===== config.mk =====
export PLATFORM = sky130hd
export DESIGN_NAME = sccb_slave
export DESIGN_NICKNAME = d
export VERILOG_FILES = /design/src/rtl/sccb_slave.sv
export SDC_FILE = /design/constraint.sdc
export NUM_CORES = 2
export LEC_CHECK = 0
export BUFFER_PORTS_ARGS = -buffer_cell sky130_fd_sc_hd__buf_2
export CAP_MARGIN = 20
export CELL_PAD_IN_SITES_DETAIL_PLACEMENT = 2
export CELL_PAD_IN_SITES_GLOBAL_PLACEMENT = 2
export CORE_MARGIN = 2
export CORE_UTILIZATION = 50
export CTS_BUF_LIST = sky130_fd_sc_hd__clkbuf_8
export DETAILED_ROUTE_END_ITERATION = 10
export PLACE_DENSITY = 0.94
export REMOVE_ABC_BUFFERS = 1
export SYNTH_ARGS = -nofsm -noshare
export SYNTH_HDL_FRONTEND = slang
export SYNTH_SLANG_ARGS = --single-unit
export TNS_END_PERCENT = 50

===== constraint.sdc =====
create_clock -name clk -period 4 [get_ports clk]
set_clock_uncertainty 0.2 [all_clocks]
set_input_delay 0.2 -clock clk [delete_from_list [all_inputs] [get_ports clk]]
set_output_delay 0.2 -clock clk [all_outputs]
set_load 0.02 [all_outputs]

===== src/rtl/sccb_slave.sv =====
// sccb_slave
//   SCCB slave with a 256x8 register bank. It answers device ID DEV_ID
//   (write byte {DEV_ID,0}, read byte {DEV_ID,1}) and supports these transfers:
//     3-phase write : ID(W), sub-address, data  -> bank[sub] <= data
//     2-phase write : ID(W), sub-address        -> address pointer only
//     2-phase read  : ID(R), slave drives bank[addr_ptr], master NA
//   The address pointer does not auto-increment. sclk and sio are asynchronous
//   to clk. Both are synchronised and then handled entirely in the clk domain.
//
// Ports
//   clk         system clock; all flops update on its rising edge
//   rst_n       synchronous active-low reset
//   sclk        SCCB clock from the master (asynchronous)
//   sio_din     sampled SCCB data line (asynchronous)
//   sio_out     data the slave drives onto the line while sio_out_en = 1
//   sio_out_en  tri-state enable, 1 = slave drives the line
//   host_addr   local read address into the bank
//   host_rdata  bank[host_addr], registered (valid one clk after host_addr)
//   reg_wr      one-clk pulse for each register written over SCCB
//   reg_waddr   address of the write reported by reg_wr
//   reg_wdata   data of the write reported by reg_wr
//   busy        high from START until STOP or the return to IDLE
module sccb_slave #(
  parameter logic [6:0] DEV_ID = 7'h21
) (
  input  logic       clk,
  input  logic       rst_n,
  input  logic       sclk,
  input  logic       sio_din,
  output logic       sio_out,
  output logic       sio_out_en,
  input  logic [7:0] host_addr,
  output logic [7:0] host_rdata,
  output logic       reg_wr,
  output logic [7:0] reg_waddr,
  output logic [7:0] reg_wdata,
  output logic       busy
);

  typedef enum logic [3:0] {
    IDLE, ID, ID_X, SUB, SUB_X, WDAT, WDAT_X, RDAT, RDAT_NA, WAIT_STOP
  } state_t;

  // Synchronizers plus one history flop per line
  logic sclk_s1, sclk_s2, sclk_d;
  logic sio_s1, sio_s2, sio_d;

  always_ff @(posedge clk) begin
    if (!rst_n) begin
      // The idle bus is high on both lines. Presetting to 1 keeps reset
      // release from looking like an edge.
      {sclk_s1, sclk_s2, sclk_d} <= 3'b111;
      {sio_s1, sio_s2, sio_d}    <= 3'b111;
    end else begin
      // NOTE: non-blocking assignments make every stage sample the value the
      // previous stage held before this edge. That is what forms the chain.
      sclk_s1 <= sclk;
      sclk_s2 <= sclk_s1;
      sclk_d  <= sclk_s2;
      sio_s1  <= sio_din;
      sio_s2  <= sio_s1;
      sio_d   <= sio_s2;
    end
  end

  logic sclk_rise, sclk_fall, start_det, stop_det;
  assign sclk_rise = sclk_s2 & ~sclk_d;
  assign sclk_fall = ~sclk_s2 & sclk_d;
  assign start_det = sclk_s2 & sio_d & ~sio_s2;
  assign stop_det  = sclk_s2 & ~sio_d & sio_s2;

  // FSM and datapath registers
  state_t     state, state_nx;
  logic [2:0] bit_cnt, cnt_nx;
  logic       ack_seen, ack_nx;    // the 9th-bit rising edge has been seen
  logic [6:0] shreg;               // first seven bits of the byte in flight
  logic       rw_bit;              // 1 = read transfer
  logic [7:0] addr_ptr;
  logic [7:0] rd_byte;             // byte being shifted out in RDAT
  logic [7:0] bank [256];
  logic [7:0] rx_byte, ptr_rdata;

  logic shift_en, rw_ld, ptr_ld, wr_en, rd_ld, oe_nx, out_nx;

  // On the 8th sampling edge, the last bit is still in the synchronizer.
  assign rx_byte   = {shreg, sio_s2};
  assign ptr_rdata = bank[addr_ptr];
  assign busy      = (state != IDLE);

  always_ff @(posedge clk) begin
    if (!rst_n) begin
      state    <= IDLE;
      bit_cnt  <= 3'd0;
      ack_seen <= 1'b0;
    end else begin
      state    <= state_nx;
      bit_cnt  <= cnt_nx;
      ack_seen <= ack_nx;
    end
  end

  always_comb begin
    // NOTE: every output of this block gets a default first, so no path leaves
    // a signal unassigned and no latch is inferred.
    state_nx = state;
    cnt_nx   = bit_cnt;
    ack_nx   = ack_seen;
    oe_nx    = sio_out_en;
    out_nx   = sio_out;
    shift_en = 1'b0;
    rw_ld    = 1'b0;
    ptr_ld   = 1'b0;
    wr_en    = 1'b0;
    rd_ld    = 1'b0;

    if (start_det) begin
      // A repeated START restarts ID decoding from any state.
      state_nx = ID;
      cnt_nx   = 3'd0;
      ack_nx   = 1'b0;
      oe_nx    = 1'b0;
      out_nx   = 1'b0;
    end else if (stop_det) begin
      state_nx = IDLE;
      cnt_nx   = 3'd0;
      ack_nx   = 1'b0;
      oe_nx    = 1'b0;
      out_nx   = 1'b0;
    end else begin
      case (state)
        IDLE, WAIT_STOP: begin
        end
        ID: if (sclk_rise) begin
          shift_en = 1'b1;
          cnt_nx   = bit_cnt + 3'd1;
          if (bit_cnt == 3'd7) begin
            if (rx_byte[7:1] == DEV_ID) begin
              state_nx = ID_X;
              rw_ld    = 1'b1;
            end else begin
              state_nx = WAIT_STOP;
            end
          end
        end
        SUB: if (sclk_rise) begin
          shift_en = 1'b1;
          cnt_nx   = bit_cnt + 3'd1;
          if (bit_cnt == 3'd7) begin
            ptr_ld   = 1'b1;
            state_nx = SUB_X;
          end
        end
        WDAT: if (sclk_rise) begin
          shift_en = 1'b1;
          cnt_nx   = bit_cnt + 3'd1;
          if (bit_cnt == 3'd7) begin
            wr_en    = 1'b1;
            state_nx = WDAT_X;
          end
        end
        // The 9th bit is never driven. The state is left on the falling edge
        // that ends it, which is also where read data must start.
        ID_X, SUB_X, WDAT_X: begin
          if (sclk_rise) begin
            ack_nx = 1'b1;
          end else if (sclk_fall && ack_seen) begin
            ack_nx = 1'b0;
            if (state == SUB_X) begin
              state_nx = WDAT;
            end else if (state == WDAT_X) begin
              state_nx = WAIT_STOP;
            end else if (!rw_bit) begin
              state_nx = SUB;
            end else begin
              state_nx = RDAT;
              rd_ld    = 1'b1;
              oe_nx    = 1'b1;
              out_nx   = ptr_rdata[7];
            end
          end
        end
        // bit_cnt is the index (from the MSB) of the bit on the line. The
        // falling edge after bit 0 releases the line.
        RDAT: if (sclk_fall) begin
          if (bit_cnt == 3'd7) begin
            state_nx = RDAT_NA;
            cnt_nx   = 3'd0;
            oe_nx    = 1'b0;
            out_nx   = 1'b0;
          end else begin
            cnt_nx = bit_cnt + 3'd1;
            out_nx = rd_byte[3'd6 - bit_cnt];
          end
        end
        RDAT_NA: if (sclk_rise) state_nx = WAIT_STOP;
        default: state_nx = IDLE;
      endcase
    end
  end

  always_ff @(posedge clk) begin
    if (!rst_n) begin
      shreg      <= 7'd0;
      rw_bit     <= 1'b0;
      addr_ptr   <= 8'h00;
      rd_byte    <= 8'h00;
      sio_out    <= 1'b0;
      sio_out_en <= 1'b0;
      reg_wr     <= 1'b0;
      reg_waddr  <= 8'h00;
      reg_wdata  <= 8'h00;
    end else begin
      if (shift_en) shreg <= rx_byte[6:0];
      if (rw_ld)    rw_bit <= rx_byte[0];
      if (ptr_ld)   addr_ptr <= rx_byte;
      if (rd_ld)    rd_byte <= ptr_rdata;
      sio_out    <= out_nx;
      sio_out_en <= oe_nx;
      reg_wr     <= wr_en;
      if (wr_en) begin
        reg_waddr <= addr_ptr;
        reg_wdata <= rx_byte;
      end
    end
  end

  // Register bank. A host read in the same clk as an SCCB write to the same
  // address returns the old value.
  always_ff @(posedge clk) begin
    if (!rst_n) begin
      // NOTE: every entry must be cleared on reset. That rules out a RAM macro
      // and keeps the bank in flops.
      for (int i = 0; i < 256; i++) bank[i] <= 8'h00;
      host_rdata <= 8'h00;
    end else begin
      if (wr_en) bank[addr_ptr] <= rx_byte;
      host_rdata <= bank[host_addr];
    end
  end

endmodule

==> results of run 1 <==
## cell usage after synthesis, types with 33 or more instances
master    instances
and3_1         2053
edfxtp_1       2048
mux4_2         1261
clkbuf_1        844
nand2_1         607
buf_2           135
mux2i_1          98
nor2_1           83
dfxtp_1          73
buf_1            59
a21oi_1          47
o21ai_0          38
a22oi_1          33
## stage by stage
step                hold WS (ns)  TNS [ns]  std cells   util
floorplan                 0.0730         -       6552      -
global placement           0.185    -0.648       9950  0.520
detailed placement         0.203    -0.690       9954  0.520
CTS                       0.0953         0      10600  0.550
## timing repair
item	4_1_cts
endpoints found under the setup margin	628
resized for setup	6
hold buffers	12
endpoints found under the hold margin	277
## cell families after synthesis
family | after synthesis | share of synthesized area
AOI/OAI and AO/OA | 203 | 0.0118
muxes | 1381 | 0.259
and+or+nand+nor | 2833 | 0.140
buffers and inverters | 1088 | 0.0389
DFF | 2121 | 0.550
adders and majority gates | 3 | 0.000328
xor gates and xnor gates | 3 | 0.000230
==> flow_summary.yaml, run 1 <==
grt:
  grt_max_degree: 168
  antenna_found_initial: 178
synth:
  seq_area_frac_synth: 0.550
  synth.distinct_cells: 61
  syn-instance-count: 7632
  synth_edf_count: 2048
  synth_warnings: 0
  ys_ff_latch: 2121
  yosysTopAreaCell: "edfxtp_1"
  syn_area_per_cell_um2: 15.0
  synthFlopType: "edfxtp_1"
  synth_area_leaders: "edfxtp_1 54%, mux4_2 25%, and3_1 11%"
  yosys.area.top_type_share: 0.537
  ys_async_sr_fraction: 0
  syn_area_mm2: 0.114
clocking:
  cts_buffer_depth: 4
  h-tree-depth: 5
  cts_root_buf: "clkbuf_8"
  cts_buffers: 381
  post-cts-setup-buffer-count: 0
  clock_sinks: 2121
place:
  gp_congestion: 0.914
  io_buffers: 39
  dpl.hpwl_um: 330000
  dp_worst_setup_slack_ns: -0.378
  post_dp_cell_area_mm2: 0.118
floorplan:
  fp.dieH_um: 482
  die_w_um: 482
  fp-row-count: 175
  start_util: 0.503
  io_pins: 40
run_status:
  run_status: "aborted with a tool error"
  stop_stage: "global routing (5_1_grt)"
  tool.error: "[ERROR GRT-0228] Horizontal edge usage exceeds the maximum allowed. (12, 49) usage=65535 limit=3200"
timing:
  grt-worst-endpoint: "bank[253][7]$_SDFFCE_PN0P_/DE"
  worst_endpoint_kind: "sequential cell input"
==> run 2, diff against run 1 <==
--- a/config.mk
+++ b/config.mk
@@ -7,13 +7,10 @@
 export LEC_CHECK = 0
 export BUFFER_PORTS_ARGS = -buffer_cell sky130_fd_sc_hd__buf_2
 export CAP_MARGIN = 20
-export CELL_PAD_IN_SITES_DETAIL_PLACEMENT = 2
-export CELL_PAD_IN_SITES_GLOBAL_PLACEMENT = 2
 export CORE_MARGIN = 2
-export CORE_UTILIZATION = 50
-export CTS_BUF_LIST = sky130_fd_sc_hd__clkbuf_8
+export CORE_UTILIZATION = 35
 export DETAILED_ROUTE_END_ITERATION = 10
-export PLACE_DENSITY = 0.94
+export PLACE_DENSITY_LB_ADDON = 0.15
 export REMOVE_ABC_BUFFERS = 1
 export SYNTH_ARGS = -nofsm -noshare
 export SYNTH_HDL_FRONTEND = slang
==> flow_summary.yaml, run 2 <==
routing:
  firstDrtPassIters: 5
  drc: 0
  dr_total_vias: 72400
  post_drt_wl_per_cell_um: 34.3
  drt-total-wl_um: 405000
  viasPerCell: 6.14
  ant_nets: 0
  drtIter0Drc: 8561
final_layout:
  layout_common_cells: "2,053 x and3_1, 2,048 x edfxtp_1, 1,261 x mux4_2"
  final_common_cell: "and3_1"
  fin_area_mm2: 0.129
  fin_cells: 11800
  area_delta_synth_final_pct: 12.6
  fillCellCount: 29400
  fin_nets: 7280
  largest_reg_flops: 2048
  drive_above_1_share: 0.286
  final_core_util: 0.397
  regMostFlops: "bank"
synth:
  syn_area_per_cell_um2: 15.0
  synth_area_leaders: "edfxtp_1 54%, mux4_2 25%, and3_1 11%"
  yosysTopAreaCell: "edfxtp_1"
  synth_edf_count: 2048
  ys_ff_latch: 2121
  ys_async_sr_fraction: 0
  yosysMostFrequentCell: "and3_1"
  synth.distinct_cells: 61
  syn-instance-count: 7632
  syn_area_mm2: 0.114
  synthFlopType: "edfxtp_1"
  seq_area_frac_synth: 0.550
  synth_common_cells: "2,053 x and3_1, 2,048 x edfxtp_1, 1,261 x mux4_2"
  yosys.area.top_type_share: 0.537
  synth_warnings: 0
place:
  io_buffers: 39
  dp.cells: 11300
  gp_congestion: 0.868
  post_dp_cell_area_mm2: 0.120
  dpl.hpwl_um: 258000
timing:
  setup_viol: 0
  tns_ns: 0
  timing.slew.headroom: 0.262
  fin_crit_ns: 3.94
  rsz0062_at_grt: "false"
  finalMaxSlewViolations: 0
  post-route-period-util: 0.985
  hold_viol: 0
  holdWs_ns: 0.257
  fmax_ghz: 0.254
  max_slew.worst_pin.slew_ns: 1.11
critical_path:
  worstPathRequired_ns: 4.55
  crit_type: "reg2reg"
  end_kind: "register"
  worstSetupPathDepth: 9
  cp_slowest_cell: "dfxtp_4"
  crit_chain: "buf_12 > buf_12 > mux4_2 > mux4_2 > o22ai_2 > buf_4 > nor2_1 > a22oi_1 > o211ai_1"
  path_max_fanout: 37
  max_stage_delay_ns: 0.66
  path_buf_inv: 3
  reg2reg_depth: 9
  crit_path_start_kind: "register"
  cp.arrival_ns: 4.49
  cpLargestDelayFamily: "multiplexers"
pwr:
  peakVddDrop_mv: 0.312
  power.density_mw_per_mm2: 418
  p_leak_uw: 0.0489
worst_hold_path:
  hp-class: "reg2reg"
  hold_path_depth: 2
flow_run:
  maxCapViolations: 0
clocking:
  cts_root_buf: "clkbuf_16"
  cts_buffer_depth: 4
  clk_pin_slew_ns: 0.07
  h-tree-depth: 5
  cts_buffers: 262
  clock_sinks: 2121
  cts_tree: "done"
  clk_latency_ns: 0.90
floorplan:
  core-area_mm2: 0.325
  dieArea_mm2: 0.332
  fp.dieH_um: 576
  start_util: 0.352
  die_w_um: 576
  io_pins: 40
  fp-row-count: 209
grt:
  antenna_found_initial: 20
  overflow: 0
  grt_pass1_vias: 72800
  grt_max_degree: 146
  grt_usage: 0.240
  grt_pass1_wl_um: 574000
run_status:
  run_status: "finished clean"
run 2: path summary, 6_finish.rpt:
kind                             start                   endpoint  slack (ns)
max                           register    rd_byte[0]$_SDFFE_PN0P_        0.06
min          reg_wdata[5]$_SDFFE_PN0P_  reg_wdata[5]$_SDFFE_PN0P_        0.26
max reg2reg                   register    rd_byte[0]$_SDFFE_PN0P_        0.06
min reg2reg  reg_wdata[5]$_SDFFE_PN0P_  reg_wdata[5]$_SDFFE_PN0P_        0.26
run 2: stage by stage:
step,power (µW),worst slack (ns)
3_5_place_dp,30600,-0.120
3_3_place_gp,30500,-0.180
2_1_floorplan,28300,-19.14
5_1_grt,55200,0.117
6_report,53900,0.0589
4_1_cts,54200,0.0552
run 2: cells by family (layout without fill, tap and decap cells):
logic type	after synthesis	after routing	share of synthesized area
simple gates	2833	2833	0.140
flops	2121	2121	0.550
mux	1381	1381	0.259
buf+inv	1088	918	0.0389
compound gates	203	203	0.0118
fa+ha+maj	3	3	0.000328
xor+xnor	3	3	0.000230
other cells	0	3	0
run 2: area by class of cell:
cell class | count | area (µm²) | area share
Sequential cell | 2121 | 63000 | 0.489
Multi-Input combinational cell | 4423 | 47300 | 0.367
Clock buffer | 329 | 7080 | 0.0550
Tap cell | 4325 | 5410 | 0.0420
Timing Repair Buffer | 449 | 4830 | 0.0375
Clock inverter | 132 | 1190 | 0.00925
Inverter | 8 | 37.5 | 0.000291
Antenna cell | 3 | 7.51 | 0.0000583
run 2: layer usage:
| layer | global-route usage | routed length [µm] |
|---|---|---|
| met5 | 0 | 42 |
| met1 | 0.338 | 171000 |
| met4 | 0.0811 | 14900 |
| met2 | 0.384 | 192000 |
| met3 | 0.0329 | 27300 |
run 2: worst reg2reg max path, stage by stage, from the launching register on:
cell and delay [ns]:
dfxtp_4 0.66, buf_12 0.36, buf_12 0.32, mux4_2 0.55, mux4_2 0.54, o22ai_2 0.36, buf_4 0.19, nor2_1 0.06
a22oi_1 0.40, o211ai_1 0.15
run 2: repair_timing:
action | in CTS | in global routing
hold endpoints to repair | 55 | 0
hold buffers | 10 | 0
endpoints found under the setup margin | 1 | 1
resized for setup | 1 | 0
setup buffers | 0 | 4
run 2: power breakdown:
group | internal [µW] | switching (µW) | total [µW]
combinational | 1870 | 2270 | 4140
sequential | 25400 | 607 | 26000
clock | 13800 | 9970 | 23700
total | 41000 | 12800 | 53900
No activity file was read; power rests on OpenSTA's default activity.
